==> config.mk <==
export PLATFORM = sky130hd
export DESIGN_NAME = led_pattern_seq_flat
export DESIGN_NICKNAME = d
export VERILOG_FILES = /design/src/rtl/led_seq_pkg.sv /design/src/rtl/led_pattern_seq_if.sv /design/src/rtl/led_tick_gen.sv /design/src/rtl/led_pattern_seq.sv /design/src/flat_wrapper.sv
export SDC_FILE = /design/constraint.sdc
export NUM_CORES = 1
export LEC_CHECK = 0
export BUFFER_PORTS_ARGS = -buffer_cell sky130_fd_sc_hd__clkbuf_2
export CORE_UTILIZATION = 50
export DETAILED_ROUTE_END_ITERATION = 10
export HOLD_SLACK_MARGIN = 0.12
export PLACE_DENSITY_LB_ADDON = 0.08
export SYNTH_ARGS = -nofsm -noshare
export SYNTH_HDL_FRONTEND = slang
export SYNTH_HIERARCHICAL = 1
export SYNTH_SLANG_ARGS = --single-unit
==> constraint.sdc <==
create_clock -name clk -period 2.75 [get_ports clk]
set_input_delay 0.55 -clock clk [delete_from_list [all_inputs] [get_ports clk]]
set_output_delay 0.55 -clock clk [all_outputs]
set_load 0.05 [all_outputs]
==> src/rtl/led_seq_pkg.sv <==
// Shared types and constants for the LED pattern sequencer.
package led_seq_pkg;

    typedef enum logic [1:0] {
        MODE_UP       = 2'b00,
        MODE_DOWN     = 2'b01,
        MODE_PINGPONG = 2'b10,
        MODE_ONESHOT  = 2'b11
    } mode_e;

    typedef enum logic {
        ST_RUN  = 1'b0,
        ST_DONE = 1'b1
    } state_e;

    localparam logic DIR_UP   = 1'b0;
    localparam logic DIR_DOWN = 1'b1;

endpackage

==> src/rtl/led_pattern_seq_if.sv <==
// Control, ROM and bank-output signals of the LED pattern sequencer.
interface led_pattern_seq_if #(
    parameter int unsigned NUM_BANKS = 4,
    parameter int unsigned BANK_W    = 8,
    parameter int unsigned ADDR_W    = 7,
    parameter int unsigned PRESC_W   = 24
);
    logic                          i_en;
    logic [1:0]                    i_mode;
    logic [PRESC_W-1:0]            i_rate;
    logic                          i_restart;
    logic [ADDR_W-1:0]             o_rom_addr;
    logic [NUM_BANKS*BANK_W-1:0]   i_rom_data;
    logic [NUM_BANKS*BANK_W-1:0]   o_banks;
    logic                          o_step;
    logic                          o_done;

    modport slave (
        input  i_en, i_mode, i_rate, i_restart, i_rom_data,
        output o_rom_addr, o_banks, o_step, o_done
    );

    modport master (
        output i_en, i_mode, i_rate, i_restart, i_rom_data,
        input  o_rom_addr, o_banks, o_step, o_done
    );

endinterface

==> src/rtl/led_tick_gen.sv <==
// Step-rate prescaler: one-cycle tick every (rate+1) enabled cycles.
module led_tick_gen #(
    parameter int unsigned PRESC_W = 24
) (
    input  logic               clk,
    input  logic               rst_n,
    input  logic               i_en,
    input  logic               i_clear,
    input  logic [PRESC_W-1:0] i_rate,
    output logic               o_tick
);

    logic [PRESC_W-1:0] r_cnt;
    logic [PRESC_W-1:0] w_cnt_nxt;

    // >= rather than == so a rate lowered below the count ticks straight away
    always_comb begin
        o_tick    = 1'b0;
        w_cnt_nxt = r_cnt;
        if (i_clear) begin
            w_cnt_nxt = '0;
        end else if (i_en) begin
            if (r_cnt >= i_rate) begin
                o_tick    = 1'b1;
                w_cnt_nxt = '0;
            end else begin
                w_cnt_nxt = r_cnt + PRESC_W'(1);
            end
        end
    end

    always_ff @(posedge clk or negedge rst_n) begin
        if (!rst_n) begin
            r_cnt <= '0;
        end else begin
            r_cnt <= w_cnt_nxt;
        end
    end

endmodule

==> src/rtl/led_pattern_seq.sv <==
// Steps an address through an external 1-cycle-latency pattern ROM and
// drives registered LED banks with a step strobe on every update.
module led_pattern_seq
    import led_seq_pkg::*;
#(
    parameter int unsigned NUM_BANKS = 4,
    parameter int unsigned BANK_W    = 8,
    parameter int unsigned ADDR_W    = 7,
    parameter int unsigned DEPTH     = 128,
    parameter int unsigned PRESC_W   = 24
) (
    input  logic              clk,
    input  logic              rst_n,
    led_pattern_seq_if.slave  bus
);

    localparam int unsigned        DATA_W = NUM_BANKS * BANK_W;
    localparam logic [ADDR_W-1:0]  LAST   = ADDR_W'(DEPTH - 1);
    localparam logic [ADDR_W-1:0]  ONE    = ADDR_W'(1);

    logic               w_tick;
    mode_e              w_mode;
    logic [ADDR_W-1:0]  w_start;

    logic [ADDR_W-1:0]  r_addr;
    logic [ADDR_W-1:0]  w_addr_nxt;
    logic               r_dir;
    logic               w_dir_nxt;
    state_e             r_state;
    state_e             w_state_nxt;
    logic               r_done;
    logic               w_done_nxt;
    logic               w_issue;

    logic               r_issued;
    logic               r_fetched;
    logic [DATA_W-1:0]  r_banks;
    logic               r_step;

    led_tick_gen #(
        .PRESC_W (PRESC_W)
    ) u_tick_gen (
        .clk     (clk),
        .rst_n   (rst_n),
        .i_en    (bus.i_en),
        .i_clear (bus.i_restart),
        .i_rate  (bus.i_rate),
        .o_tick  (w_tick)
    );

    assign w_mode  = mode_e'(bus.i_mode);
    assign w_start = (w_mode == MODE_DOWN) ? LAST : '0;

    always_comb begin
        w_addr_nxt  = r_addr;
        w_dir_nxt   = r_dir;
        w_state_nxt = r_state;
        w_done_nxt  = r_done;
        w_issue     = 1'b0;
        if (bus.i_restart) begin
            w_addr_nxt  = w_start;
            w_dir_nxt   = DIR_UP;
            w_state_nxt = ST_RUN;
            w_done_nxt  = 1'b0;
            w_issue     = 1'b1;
        end else if (w_tick && (r_state == ST_RUN)) begin
            w_issue = 1'b1;
            case (w_mode)
                MODE_UP:   w_addr_nxt = (r_addr >= LAST) ? '0 : r_addr + ONE;
                MODE_DOWN: w_addr_nxt = (r_addr == '0) ? LAST : r_addr - ONE;
                MODE_PINGPONG: begin
                    // endpoints are visited once; the turn-around skips straight inward
                    if (r_dir == DIR_UP) begin
                        if (r_addr >= LAST) begin
                            w_dir_nxt  = DIR_DOWN;
                            w_addr_nxt = LAST - ONE;
                        end else begin
                            w_addr_nxt = r_addr + ONE;
                        end
                    end else begin
                        if (r_addr == '0) begin
                            w_dir_nxt  = DIR_UP;
                            w_addr_nxt = ONE;
                        end else begin
                            w_addr_nxt = r_addr - ONE;
                        end
                    end
                end
                MODE_ONESHOT: begin
                    if (r_addr >= LAST) begin
                        w_issue     = 1'b0;
                        w_state_nxt = ST_DONE;
                        w_done_nxt  = 1'b1;
                    end else begin
                        w_addr_nxt = r_addr + ONE;
                    end
                end
                default: ;
            endcase
        end
    end

    always_ff @(posedge clk or negedge rst_n) begin
        if (!rst_n) begin
            r_addr  <= '0;
            r_dir   <= DIR_UP;
            r_state <= ST_RUN;
            r_done  <= 1'b0;
        end else begin
            r_addr  <= w_addr_nxt;
            r_dir   <= w_dir_nxt;
            r_state <= w_state_nxt;
            r_done  <= w_done_nxt;
        end
    end

    // r_issued resets high so address 0 is loaded once after reset, even when paused
    always_ff @(posedge clk or negedge rst_n) begin
        if (!rst_n) begin
            r_issued  <= 1'b1;
            r_fetched <= 1'b0;
            r_banks   <= '0;
            r_step    <= 1'b0;
        end else begin
            r_issued  <= w_issue;
            r_fetched <= r_issued;
            r_step    <= r_fetched;
            if (r_fetched) begin
                r_banks <= bus.i_rom_data;
            end
        end
    end

    assign bus.o_rom_addr = r_addr;
    assign bus.o_banks    = r_banks;
    assign bus.o_step     = r_step;
    assign bus.o_done     = r_done;

endmodule

==> src/flat_wrapper.sv <==
// flat-port wrapper written by rule: the top's interface ports become plain ports
module led_pattern_seq_flat import led_seq_pkg::*;
#(
    parameter int unsigned NUM_BANKS = 4,
    parameter int unsigned BANK_W    = 8,
    parameter int unsigned ADDR_W    = 7,
    parameter int unsigned DEPTH     = 128,
    parameter int unsigned PRESC_W   = 24
)
  (clk, rst_n, bus_i_en, bus_i_mode, bus_i_rate, bus_i_restart, bus_i_rom_data, bus_o_rom_addr, bus_o_banks, bus_o_step, bus_o_done);
  led_pattern_seq_if #(.NUM_BANKS(NUM_BANKS), .BANK_W(BANK_W), .ADDR_W(ADDR_W), .PRESC_W(PRESC_W)) bus_i ();
  input  logic clk;
  input  logic rst_n;
  input wire logic [$bits(bus_i.i_en)-1:0] bus_i_en;
  input wire logic [$bits(bus_i.i_mode)-1:0] bus_i_mode;
  input wire logic [$bits(bus_i.i_rate)-1:0] bus_i_rate;
  input wire logic [$bits(bus_i.i_restart)-1:0] bus_i_restart;
  input wire logic [$bits(bus_i.i_rom_data)-1:0] bus_i_rom_data;
  output wire logic [$bits(bus_i.o_rom_addr)-1:0] bus_o_rom_addr;
  output wire logic [$bits(bus_i.o_banks)-1:0] bus_o_banks;
  output wire logic [$bits(bus_i.o_step)-1:0] bus_o_step;
  output wire logic [$bits(bus_i.o_done)-1:0] bus_o_done;
  assign bus_i.i_en = bus_i_en;
  assign bus_i.i_mode = bus_i_mode;
  assign bus_i.i_rate = bus_i_rate;
  assign bus_i.i_restart = bus_i_restart;
  assign bus_i.i_rom_data = bus_i_rom_data;
  assign bus_o_rom_addr = bus_i.o_rom_addr;
  assign bus_o_banks = bus_i.o_banks;
  assign bus_o_step = bus_i.o_step;
  assign bus_o_done = bus_i.o_done;
  led_pattern_seq #(.NUM_BANKS(NUM_BANKS), .BANK_W(BANK_W), .ADDR_W(ADDR_W), .DEPTH(DEPTH), .PRESC_W(PRESC_W)) u_core (.clk(clk), .rst_n(rst_n), .bus(bus_i));
endmodule
# After elaboration in Yosys (flattened, before gate mapping)
# Cells that the tools add are included.
# totals
output_inout_bits,41
register_bits,68
# classes
n_eq_ne,4
n_reduce_logical,11
magnitude_cmp,2
add_sub_neg,3
bitwise_logic,1
mux,30
# ops
cell,n
2-to-1 mux 24 bit,3
2-to-1 mux 7 bit,9
case mux 7 bit (4 select lines),1
"adder 24 x 1 -> 24 bit, second input constant",1
>= comparator 24 bit,1
2-to-1 mux 1 bit,17
nonzero test 2 bit,5
"adder 7 x 1 -> 7 bit, second input constant",1
">= comparator 7 bit, second input constant",1
zero test 7 bit,1
"subtractor 7 x 1 -> 7 bit, second input constant",1
"== test 2 bit, second input constant",2
AND reduction 2 bit,2
"!= test 3 bit, second input constant",1
AND reduction 3 bit,1
"== test 2 x 1 -> 1 bit, second input constant",1
zero test 2 bit,1
logical AND 1 bit,1
NOT 1 bit,1

# Logic depth before layout (Yosys ltp)
# depth
ltp_word,7
ltp_mapped,13

# Cells and area by module
# Netlist, hierarchy kept.
# modules_own_cells
module,area_per_inst_um2,instances,seq_area_each_um2,cells_per_inst
led_pattern_seq,2361.0,1,1102.3,221
led_tick_gen,2296.0,1,600.6,269

# Worst setup path before layout
# No wires, ideal clock.
# synth_path
path_kind,input port to flip-flop
start,input bus_i_rate[23]
end,"register u_core.r_addr[5], in the netlist u_core/bus.o_rom_addr[5]"
t_required_ns,2.681
cell_stages,13
path_slack_ns,-0.228
setup_time_ns,0.069
t_arrival_ns,2.909
path_buffers,1
path_cell_list,inv_1 ha_1 nand4_4 nor4_4 a221o_2 a31oi_4 buf_6 a211oi_2 nor2b_1 nor2_1 a211oi_1 o41ai_1 nand3_1
# synth_via
elab_chain_len,7
# synth_rtl
element,line_no,text
"start, declared",flat_wrapper.sv:16,input wire logic [$bits(bus_i.i_rate)-1:0] bus_i_rate;
>= comparator 24 bit,led_tick_gen.sv:23,if (r_cnt >= i_rate) begin
2-to-1 mux 1 bit,led_tick_gen.sv:23,
2-to-1 mux 1 bit,led_tick_gen.sv:22,end else if (i_en) begin
2-to-1 mux 1 bit,led_tick_gen.sv:20,if (i_clear) begin
net u_core.w_tick,led_pattern_seq.sv:21,logic w_tick;
logical AND 1 bit,led_pattern_seq.sv:66,end else if (w_tick && (r_state == ST_RUN)) begin
nonzero test 2 bit (no line),--,
AND reduction 2 bit (no line),--,
"end signal, assigned",led_pattern_seq.sv:110,r_addr <= w_addr_nxt;
"end, declared",led_pattern_seq.sv:25,logic [ADDR_W-1:0] r_addr;
# The timed path passes the listed nets, and every way through them passes these cells.
# A chain may end at the register's enable or synchronous reset.

# Worst setup path in the final report
# layout_path
start,register u_core.u_tick_gen.r_cnt[18]
end,register u_core.r_dir
# layout_via
elab_chain_len,7
# layout_rtl
element,line_no,text
"start, declared",led_tick_gen.sv:13,logic [PRESC_W-1:0] r_cnt;
"start signal, assigned",led_tick_gen.sv:36,r_cnt <= w_cnt_nxt;
>= comparator 24 bit,led_tick_gen.sv:23,
2-to-1 mux 1 bit,led_tick_gen.sv:23,
2-to-1 mux 1 bit,led_tick_gen.sv:22,
2-to-1 mux 1 bit,led_tick_gen.sv:20,
net u_core.w_tick,led_pattern_seq.sv:21,
logical AND 1 bit,led_pattern_seq.sv:66,
nonzero test 2 bit (no line),--,
AND reduction 2 bit (no line),--,
"end signal, assigned",led_pattern_seq.sv:111,r_dir <= w_dir_nxt;
"end, declared",led_pattern_seq.sv:27,logic r_dir;
# The timed path passes the listed nets, and every way through them passes these cells.

==> flow_summary.toml <==
[timing]
setup_slack_ns = 0.174
period_share = 0.937
rsz0062_at_grt = "false"
hold_viol = 0
final-setup-viol-count = 0
timing.hold.ws_ns = 0.240
fin_crit_ns = 2.58
slew_violations = 0
fin_worst_skew_ns = 0.00979
worst-slew-pin-transition_ns = 0.693
final.setup.tns_ns = 0
relSlewSlack = 0.538
fmax_mhz = 388

[placed_design]
portBuffers = 102
dp.cells = 699
place.gp.congestion = 0.940
dpl.hpwl_mm = 8.46
post-place-ws_ns = -0.0474

[logic_synthesis]
yosys_register_bits = 68
synth.distinct_cells = 70
synth-seq-area-share = 0.366
synthCells = 490
synthFlopType = "dfrtp_1"
synth_edf_count = 0
ys_warn_count = 6
synth-async-reset-ratio = 1.00
syn_area_per_cell_um2 = 9.50
mappedNetlistArea_um2 = 4660
synth_fp_nets = 580

[setup_path]
cp_slowest_cell = "dfrtp_1"
startpoint_type = "register"
arrival_ns = 2.80
rr_startpoint = "u_core/u_tick_gen/r_cnt[18]"
cpPeakStageDelay_ns = 0.47
r2r_end = "u_core/r_dir"
end_kind = "register"
path_cells = "ha_4, nand4_4, nor4_4, a221o_2, a31oi_4, a211oi_2, nor2b_4, buf_4, nand2_1, o311a_1"
crit_fanout = 5
r2r_slack_ns = 0.17
path_class = "register to register"
worstPathRequired_ns = 2.98
reg2reg_depth = 10

[clock_network]
clock-sinks = 68
clk_pin_slew_ns = 0.09
insertion_delay_ns = 0.35
cts_hold_buf = 0
cts_tree = "built"
numCtsBuffers = 9
cts_max_level = 3
cts.path.max_buffers = 2
root_buffer = "clkbuf_8"

[status]
violations = "design-rule violations"
status = "finished, violations left"

[flow_run]
max_cap_violations = 0

[layout]
final_common_cell = "clkbuf_2"
layoutNonFillerInstCount = 717
drive_above_1_share = 0.368
area_delta_synth_final_pct = 21.4
n_fill_cell = 775
nets = 694
layout_common_cells = "clkbuf_2, dfrtp_1, nand2_1"
antenna_cells = 0

[route]
detail_route.wl_per_cell_um = 16.2
first_pass_iters = 11
final_antenna_net_count = 0
drc = 9
totalWireLength_mm = 11.6
drtIter0Drc = 278
routed_via_density = 5.88
num_vias = 4213

[grt]
grt_usage = 0.246
grt_max_degree = 35
grt_pass1_vias = 3940
antenna_found_initial = 0
grt-ovfl-total = 0
grt_pass1_wl_mm = 19.0

[pwr]
power_mw = 2.70
powerDensity_nw_per_um2 = 478
leakagePower_nw = 2.61
peakVddDrop_v = 0.000228

[floorplanning]
coreArea_um2 = 8850
die_h_um = 98.5
rows = 34
initial_core_util = 0.526
die_x_um = 98.5
dieArea_um2 = 9700
ios = 103

[worst_hold_path]
min_path_type = "input port to asynchronous set/reset pin"
[per-layer routing]
layer,global-route usage,wire length (um)
met5,0,0
met4,0.0838,143
met3,0.0397,734
met2,0.410,5580
met1,0.326,5160
[critical path: cells and delay by family, from the launching register on]
kind	cells	cell delay, ns
buf+inv	1	0.12
flops	1	0.47
simple gates	4	0.70
compound gates	4	0.85
fa+ha+maj	1	0.32
[layout make-up]
cell class              instances  area [um^2]  area share
multi-input cells             356         2740       0.485
flip-flops and latches         68         1710       0.302
repair buffers                128          706       0.125
inverters                      41          164      0.0290
well taps                     108          135      0.0239
clock buffers                   9          124      0.0219
clock inverters                 7         81.3      0.0144
[cell usage after synthesis, types with 3 or more instances]
cell       n  share of area
o41ai_2    5          0.017
a21oi_1   25          0.027
buf_4      4         0.0064
o211ai_1   7          0.011
nor4_4     3          0.014
nor3_1    14          0.015
o31ai_1    4         0.0064
inv_1     40          0.032
dfrtp_1   67           0.36
xnor2_1    5         0.0094
buf_2      4         0.0043
nor2b_1    4         0.0054
nand4_1   10          0.013
nor3b_1    3         0.0048
nand2_1   38          0.031
mux2_2    33          0.080
nand3_1   25          0.027
a31oi_2    5          0.013
buf_1      3         0.0024
a32oi_1    4         0.0075
a211oi_1   4         0.0064
xor2_1     4         0.0075
nor4_1     4         0.0054
o21ai_0   20          0.021
a31oi_1   13          0.017
a21oi_2    3         0.0056
or3_1      5         0.0067
o21a_1     3         0.0048
nand2b_1   5         0.0067
nor2_1    36          0.029
ha_1      28          0.075
clkbuf_1  10         0.0081
[power breakdown]
part	internal [mW]	switching (mW)	total [mW]
clock network	0.432	0.439	0.870
logic	0.227	0.471	0.698
registers	1.07	0.0671	1.13
[logic make-up (layout without fill, tap and decap cells)]
| group | after synthesis | in the layout | synth area share |
|---|---|---|---|
| xor+xnor | 9 | 9 | 0.0169 |
| compound gates | 118 | 118 | 0.193 |
| simple gates | 165 | 165 | 0.199 |
| fa+ha+maj | 28 | 28 | 0.0752 |
| mux | 36 | 36 | 0.0865 |
| flops | 68 | 68 | 0.366 |
| buf+inv | 66 | 185 | 0.0634 |
[sequential cells by signal, indices dropped and copies added, names as in the netlist]
| name | count |
|---|---|
| u_core/bus.o_rom_addr | 7 |
| u_core/bus.o_done | 1 |
| u_core/bus.o_step | 1 |
| u_core/r_issued | 1 |
| u_core/r_fetched | 1 |
| u_core/bus.o_banks | 32 |
| u_core/u_tick_gen/r_cnt | 24 |
| u_core/r_dir | 1 |
[through the flow]
| step | cell area, um^2 | utilization |
|---|---|---|
| CTS | 5640 | 0.637 |
| finish | 5660 | 0.639 |
| global route | 5660 | 0.639 |
| global placement | 5430 | 0.614 |
| detailed placement | 5430 | 0.614 |
| floorplan | 4750 | - |
[what timing repair did]
item                       4_1_cts  5_1_grt
buffers inserted                 0        2
setup endpoints to repair        0        1
gates resized for setup          0        3
[worst max path at each step]
| stage | start | slack [ns] | cells past startpoint | endpoint |
|---|---|---|---|---|
| 2_1_floorplan | bus_i_rate[17] | -0.005 | 12 | u_core/bus.o_rom_addr[0] |
| 3_3_place_gp | bus_i_rate[17] | 0.02 | 12 | u_core/bus.o_rom_addr[3] |
| 3_5_place_dp | bus_i_rate[17] | -0.05 | 12 | u_core/bus.o_rom_addr[0] |
| 4_1_cts | u_core/u_tick_gen/r_cnt[17] | 0.17 | 10 | u_core/bus.o_rom_addr[0] |
| 5_1_grt | u_core/u_tick_gen/r_cnt[17] | 0.005 | 11 | u_core/bus.o_rom_addr[2] |
| 6_report | u_core/u_tick_gen/r_cnt[18] | 0.17 | 10 | u_core/r_dir |
No activity file was read; power rests on OpenSTA's default activity.
